[config.mk]
export PLATFORM = sky130hd
export DESIGN_NAME = serial_crc_engine
export DESIGN_NICKNAME = d
export VERILOG_FILES = /design/src/rtl/serial_crc_engine.sv
export SDC_FILE = /design/constraint.sdc
export NUM_CORES = 1
export LEC_CHECK = 0
export BUFFER_PORTS_ARGS = -buffer_cell sky130_fd_sc_hd__buf_2
export CAP_MARGIN = 10
export CORE_ASPECT_RATIO = 1.4
export CORE_UTILIZATION = 40
export DETAILED_ROUTE_END_ITERATION = 7
export PLACE_DENSITY_LB_ADDON = 0.25
export SETUP_SLACK_MARGIN = 0.5
export SYNTH_ARGS = -nofsm -noshare
export SYNTH_HDL_FRONTEND = slang
export SYNTH_SLANG_ARGS = --single-unit
[constraint.sdc]
create_clock -name clk -period 4.45 [get_ports clk]
set_input_delay 0 -clock clk [delete_from_list [all_inputs] [get_ports clk]]
set_output_delay 0 -clock clk [all_outputs]
set_load 0.05 [all_outputs]
[src/rtl/serial_crc_engine.sv]
// Bit-serial CRC generator/checker. The message and its trailing bits are shifted
// MSB first through an LFSR that performs augmented polynomial division.
module serial_crc_engine #(
    parameter int                 MSG_W = 10,
    parameter int                 CRC_W = 8,
    parameter logic [CRC_W-1:0]   POLY  = CRC_W'(8'h07)
) (
    input  logic                     clk,
    input  logic                     reset,
    input  logic                     start,
    input  logic                     mode,
    input  logic [MSG_W-1:0]         data_in,
    input  logic [CRC_W-1:0]         crc_in,
    output logic                     busy,
    output logic                     done,
    output logic [CRC_W-1:0]         crc_out,
    output logic [MSG_W+CRC_W-1:0]   codeword_out,
    output logic                     err
);

    localparam int TOTAL = MSG_W + CRC_W;
    localparam int CNT_W = $clog2(TOTAL + 1);

    generate
        if (CRC_W < 2 || MSG_W < 1) begin : g_bad_params
            $fatal(1, "serial_crc_engine: CRC_W must be >= 2 and MSG_W >= 1");
        end
    endgenerate

    typedef enum logic [1:0] {IDLE, SHIFT, DONE} state_t;

    state_t             state, state_next;
    logic [TOTAL-1:0]   stream;
    logic [MSG_W-1:0]   msg_q;
    logic               mode_q;
    logic [CRC_W-1:0]   lfsr, lfsr_next;
    logic [CNT_W-1:0]   cnt;
    logic               last_bit;

    // Remainder after consuming the stream's current head bit.
    assign lfsr_next = {lfsr[CRC_W-2:0], stream[TOTAL-1]} ^ (lfsr[CRC_W-1] ? POLY : '0);
    assign last_bit  = (cnt == CNT_W'(TOTAL - 1));

    // NOTE: sequential state uses non-blocking assignments so every register
    // samples pre-edge values regardless of statement order.
    always_ff @(posedge clk or negedge reset) begin
        if (!reset) state <= IDLE;
        else        state <= state_next;
    end

    // NOTE: the default assignment first guarantees no latch is inferred on
    // paths that leave state_next untouched.
    always_comb begin
        state_next = state;
        case (state)
            IDLE:    if (start)    state_next = SHIFT;
            SHIFT:   if (last_bit) state_next = DONE;
            DONE:                  state_next = IDLE;
            default:               state_next = IDLE;
        endcase
    end

    always_ff @(posedge clk or negedge reset) begin
        if (!reset) begin
            stream       <= '0;
            msg_q        <= '0;
            mode_q       <= 1'b0;
            lfsr         <= '0;
            cnt          <= '0;
            crc_out      <= '0;
            codeword_out <= '0;
            err          <= 1'b0;
        end else begin
            case (state)
                IDLE: begin
                    if (start) begin
                        msg_q  <= data_in;
                        mode_q <= mode;
                        stream <= {data_in, (mode ? crc_in : CRC_W'(0))};
                        lfsr   <= '0;
                        cnt    <= '0;
                    end
                end
                SHIFT: begin
                    lfsr   <= lfsr_next;
                    stream <= stream << 1;
                    cnt    <= cnt + CNT_W'(1);
                    // Results are published on the edge that enters DONE and then held.
                    if (last_bit) begin
                        crc_out      <= lfsr_next;
                        codeword_out <= {msg_q, lfsr_next};
                        err          <= mode_q && (lfsr_next != '0);
                    end
                end
                default: ;
            endcase
        end
    end

    assign busy = (state != IDLE);
    assign done = (state == DONE);

endmodule

==> run_results.csv, run 1 <==
group,metric,value,unit
status,outcome,"finished clean",
synth,synth_most_common_cell,"nand2_1",
synth,yosysTopAreaCell,"dfrtp_1",
synth,synth_cell_types,34,
layout,nets,337,
setup_path,startpoint_type,"register",
timing,fin_skew,0.00561,ns
grt,met1_usage,0.208,
setup_path,cp-end-kind,"register",
placed_design,dpl-instance-area,2980,sq um
grt,gr-usage-met3,0.0402,
floorplan,rows,35,
grt,grt_overflow_total,0,
timing,clock.fmax,595,MHz
clocking,cts_buffers,9,
timing,finalHoldViolCount,0,
job,drv_cap,0,
clocking,clockBufferDepth,2,
layout,layout-drive-gt1-share,0.283,
layout,fin_area,3380,sq um
setup_path,crit_arrival,1.91,ns
floorplan,die_area,7250,sq um
drt,vias,1989,
layout,syn2layout_area_growth,22.4,%
synth,ys_top_cells_by_area,"dfrtp_1 57%, nand2_1 11%, mux2_4 4.3%",
synth,ys_seq_area_frac,0.570,
synth,synth_top_flop_cell,"dfrtp_1",
drt,ant_nets,0,
layout,diodes,0,
floorplan,coreArea,6610,sq um
setup_path,r2r_slack,2.77,ns
grt,antenna_found_initial,0,
floorplan,io_pins,51,
clocking,clockRootBuffer,"clkbuf_8",
placed_design,dp_slack,2.77,ns
clocking,clk_pin_slew_worst_paths,0.07,ns
pwr,vdd_drop_max,0.381,mV
synth,synth_edf_count,0,
grt,grt_pass1_wl,9400,um
synth,netlist_top_cells_count,"84 x nand2_1, 63 x dfrtp_1, 13 x nand3_1",
grt,busiest_layer,"met2",
timing,final-setup-viol-count,0,
clocking,cts_sinks,63,
drt,drtPass1Iterations,4,
synth,synth_top_cell_area_share,0.570,
grt,track_usage,0.172,
pwr,powerDensity,778,nW/um^2
timing,finalSetupTns,0,ns
synth,syn_nets,276,
synth,syn_area,2770,sq um
synth,synthArstFlopShare,1.00,
grt,grt_pass1_vias,2041,
timing,rsz0062_at_grt,"false",
setup_path,worstPathRequired,4.68,ns
setup_path,cp-startpoint,"cnt[1]",
timing,tightestPinTransition,0.801,ns
setup_path,crit_fanout,18,
synth,syn_inst,252,
pwr,power_leakage,0.00175,uW
clocking,cts.repair.resized,0,
floorplan,die_height,100,um
clocking,htree_levels,3,
drt,wire_per_inst,13.3,um
min_path,hp-class,"primary input to register",
grt,grt_max_degree,64,
synth,yosys_warnings,0,
clocking,post_cts_buffers,0,
synth,avgSynthCellArea,11.0,sq um
setup_path,r2r-start,"cnt[1]",
clocking,tritoncts,"built",
synth,yosys_register_bits,63,
setup_path,crit_end,"codeword_out[12]",
placed_design,portBuffers,50,
setup_path,timing.rr.end,"codeword_out[12]",
placed_design,hpwl,3470,um
floorplan,start_util,0.418,
timing,drv_slew,0,
grt,use_met2,0.280,
drt,route.detailed.drc,0,
timing,period_share,0.378,
setup_path,r2r_cells,5,
timing,period_needed,1.68,ns
floorplan,fp.dieW,72.3,um
placed_design,gp_congestion,0.700,
timing,holdWs,0.223,ns
timing,worst_slew_margin_rel,0.466,
setup_path,critPathKind,"register to register",
drt,routed_wl,5440,um
drt,drt_iter0_drc,113,
drt,avgViaCountPerCell,4.85,
clocking,clk-insertion-delay-late,0.35,ns
timing,fin_ws,2.77,ns
[per-stage QoR]
| step | total power [uW] | util | instances |
|---|---|---|---|
| 2_1_floorplan | 1940 | - | 252 |
| 3_3_place_gp | 2110 | 0.450 | 374 |
| 3_5_place_dp | 2130 | 0.450 | 374 |
| 4_1_cts | 2660 | 0.512 | 410 |
| 5_1_grt | 2810 | 0.512 | 410 |
| 6_report | 2630 | 0.512 | 410 |
[worst max-delay path, cell delays in order (launching register included)]
cell and delay [ns]:
dfrtp_1 0.41, inv_1 0.07, ha_1 0.13, and4bb_1 0.41
nand2_8 0.19, mux2_4 0.35
[report_power, final]
part | switching (uW) | leakage, uW | total (uW) | internal [uW]
logic | 776 | 0.000840 | 1120 | 343
registers | 174 | 0.000797 | 999 | 825
clock network | 211 | 0.000109 | 514 | 303
total | 1160 | 0.00175 | 2630 | 1470
[sequential cells by signal (all words and copies together) (netlist names)]
signal / count
stream: 18
codeword_out: 11
msg_q: 10
lfsr: 8
crc_out: 7
cnt: 5
state: 2
err: 1
mode_q: 1
[area by class of cell]
class	instances	area, sq um
fill	629	3230
multi-input combinational	163	1000
tap	92	115
sequential	63	1580
timing repair buffer	73	473
clock inverter	3	40.0
inverter	3	11.3
clock buffer	13	169
[placed cells by master (no fill, tap or decap), types with 4 or more instances in the layout]
master and count:
buf_2 50, o21ai_0 4, mux2_2 8, dlygate4sd3_1 20, mux2_4 8, dfrtp_1 63, a32oi_1 7, a22oi_1 9
nand2_1 84, clkbuf_8 12, nand3_1 13
[logic make-up (layout without fill, tap and decap cells)]
kind of cell             Yosys count  count (layout)  share of synthesized area
adder cells (fa/ha/maj)            2               2                    0.00905
flip-flops                        63              63                      0.570
AND/OR/NAND/NOR                  110             110                      0.179
multiplexers                      19              19                     0.0869
AO/OA/AOI/OAI                     29              29                     0.0774
buffers and inverters             26              92                     0.0683
XOR/XNOR                           3               3                    0.00950
[worst min path at each step]
stage | start | to | slack [ns] | depth (start not counted)
5_1_grt | start | stream[10] | 0.28 | 4
4_1_cts | start | stream[10] | 0.23 | 4
3_5_place_dp | reset | state[0] | 0.22 | 2
2_1_floorplan | reset | cnt[0] | -0.30 | 0
3_3_place_gp | data_in[5] | msg_q[5] | 0.22 | 3
6_report | start | stream[10] | 0.22 | 4
[metal layers]
metal | part of all wire | routed length [um]
met4 | 0.025 | 136
met2 | 0.50 | 2700
met3 | 0.033 | 179
met5 | 0 | 0
met1 | 0.44 | 2420
[repair_timing]
item / in CTS / in global routing
hold endpoints to repair: 92 / 0
setup endpoints to repair: 0 / 0
hold buffers: 20 / 0
Note: power is estimated with default switching activity, not from simulation.
==> run 2: changes to the inputs <==
==> constraint.sdc (replaced) <==
create_clock -name clk -period 1.6 [get_ports clk]
set_input_delay 0 -clock clk [delete_from_list [all_inputs] [get_ports clk]]
set_output_delay 0 -clock clk [all_outputs]
set_load 0.05 [all_outputs]
==> run_results.csv, run 2 (synthesis gave the netlist of run 1 again) <==
group,metric,value,unit
drt,wire_per_inst,16.2,um
clocking,cts_sinks,63,
timing,drv_slew,0,
layout,top_register,"stream",
layout,nets,378,
timing,rsz0062_at_grt,"true",
pwr,p_seq_frac,0.326,
layout,diodes,0,
placed_design,placed_cells,384,
grt,grt_pass1_vias,2345,
pwr,p_clk_frac,0.153,
timing,fin_skew,0.0107,ns
layout,layout-drive-gt1-share,0.549,
clocking,cts_buffers,9,
layout,largestRegisters,"stream x18, codeword_out x11, msg_q x10",
timing,finalHoldViolCount,0,
setup_path,cp-end-kind,"register",
pwr,pwr-share-comb,0.520,
status,outcome,"finished clean",
drt,drt_iter0_drc,171,
drt,vias,2278,
pwr,power.switching,3940,uW
layout,largest_reg_flops,18,
clocking,clk_pin_slew_worst_paths,0.07,ns
placed_design,hpwl,3820,um
setup_path,timing.rr.end,"codeword_out[13]",
layout,syn2layout_area_growth,53.6,%
timing,final-setup-viol-count,0,
clocking,clockBufferDepth,2,
drt,drtPass1Iterations,6,
grt,antenna_found_initial,0,
timing,clock.fmax,660,MHz
min_path,hp-class,"primary input to asynchronous set/reset pin",
pwr,p_int,4910,uW
pwr,swShare,0.446,
floorplan,die_height,100,um
setup_path,crit_fanout,9,
floorplan,die_area,7250,sq um
clocking,tritoncts,"built",
drt,ant_nets,0,
clocking,clockRootBuffer,"clkbuf_8",
setup_path,critPathKind,"register to register",
clocking,htree_levels,3,
placed_design,gp_congestion,0.706,
grt,track_usage,0.221,
timing,tightestPinTransition,0.431,ns
drt,routed_wl,7320,um
setup_path,worstPathRequired,1.84,ns
placed_design,portBuffers,50,
floorplan,rows,35,
pwr,powerDensity,2080,nW/um^2
grt,grt_overflow_total,0,
clocking,clk-insertion-delay-late,0.35,ns
layout,final_common_cell,"dfrtp_1",
job,drv_cap,0,
pwr,power_leakage,0.00214,uW
grt,grt_pass1_wl,11700,um
floorplan,start_util,0.418,
setup_path,crit_arrival,1.75,ns
setup_path,r2r_slack,0.09,ns
floorplan,fp.dieW,72.3,um
timing,period_needed,1.51,ns
timing,period_share,0.947,
floorplan,coreArea,6610,sq um
pwr,vdd_drop_max,1.05,mV
grt,grt_max_degree,27,
timing,finalSetupTns,0,ns
floorplan,io_pins,51,
layout,final_cell_mix,"62 x dfrtp_1, 57 x nand2_1, 48 x buf_2",
drt,avgViaCountPerCell,5.05,
drt,route.detailed.drc,0,
setup_path,startpoint_type,"register",
layout,stdcell_count,451,
setup_path,r2r_cells,5,
timing,worst_slew_margin_rel,0.712,
setup_path,r2r-start,"cnt[1]",
## run 2: cell count changes in the layout (fill, tap and decap cells not counted), sizes merged
cell,before,now
buf,53,87
or3b,1,4
clkinv,2,4
nand2,85,87
clkbuf,13,12
clkinvlp,0,1
## run 2: through the flow
stage,total power [uW],utilization,setup WS (ns),cell area [sq um],hold WS (ns)
finish,8850,0.642,0.0855,4250,0.110
global route,9360,0.642,0.0422,4250,0.157
CTS,8400,0.599,0.105,3960,0.138
detailed placement,6310,0.484,0.0270,3200,-0.0266
global placement,6240,0.484,0.0775,3200,-0.0315
floorplan,5740,-,0.0723,2930,-0.296
## run 2: what timing repair did
| item | in CTS | in global routing |
|---|---|---|
| resized for setup | 36 | 65 |
| setup buffers | 13 | 8 |
| hold endpoints to repair | 71 | 0 |
| pin swaps | 25 | 30 |
| hold buffers | 20 | 0 |
| cloned | 9 | 1 |
| endpoints found under the setup margin | 65 | 65 |
## run 2: per-layer routing
metal,global-route usage,vias up,part of all wire
met2,0.365,55,0.53
met1,0.268,1141,0.41
li1,-,1064,-
met3,0.0392,18,0.030
met5,0,-,0
met4,0.125,0,0.030
## run 2: how the worst max path moves through the flow
stage | cells after the start | end | from
after floorplan | 7 | codeword_out[10] | cnt[1]
after global placement | 5 | codeword_out[16] | cnt[1]
after detailed placement | 5 | codeword_out[12] | cnt[1]
after CTS | 5 | codeword_out[13] | cnt[1]
after global routing | 5 | codeword_out[13] | cnt[1]
final | 5 | codeword_out[13] | cnt[1]
## run 2: layout make-up
class / count / area [sq um]
sequential: 63 / 1580
fill: 507 / 2370
multi-input combinational: 168 / 1380
inverter: 3 / 11.3
clock buffer: 10 / 128
clock inverter: 6 / 61.3
tap: 92 / 115
timing repair buffer: 109 / 976
## run 2: worst max-delay path, stage by stage (launching register included)
cell,delay (ns)
dfrtp_1,0.38
inv_1,0.07
ha_2,0.16
and4bb_4,0.36
nand2_8,0.12
mux2_4,0.31
## run 2: power groups by stage
stage	logic, uW	registers (uW)	clock network, uW
after detailed placement	3480	2830	0
after floorplan	2220	3520	0
after global routing	4930	2980	1440
after global placement	3430	2810	0
final	4610	2890	1360
after CTS	4210	2810	1370
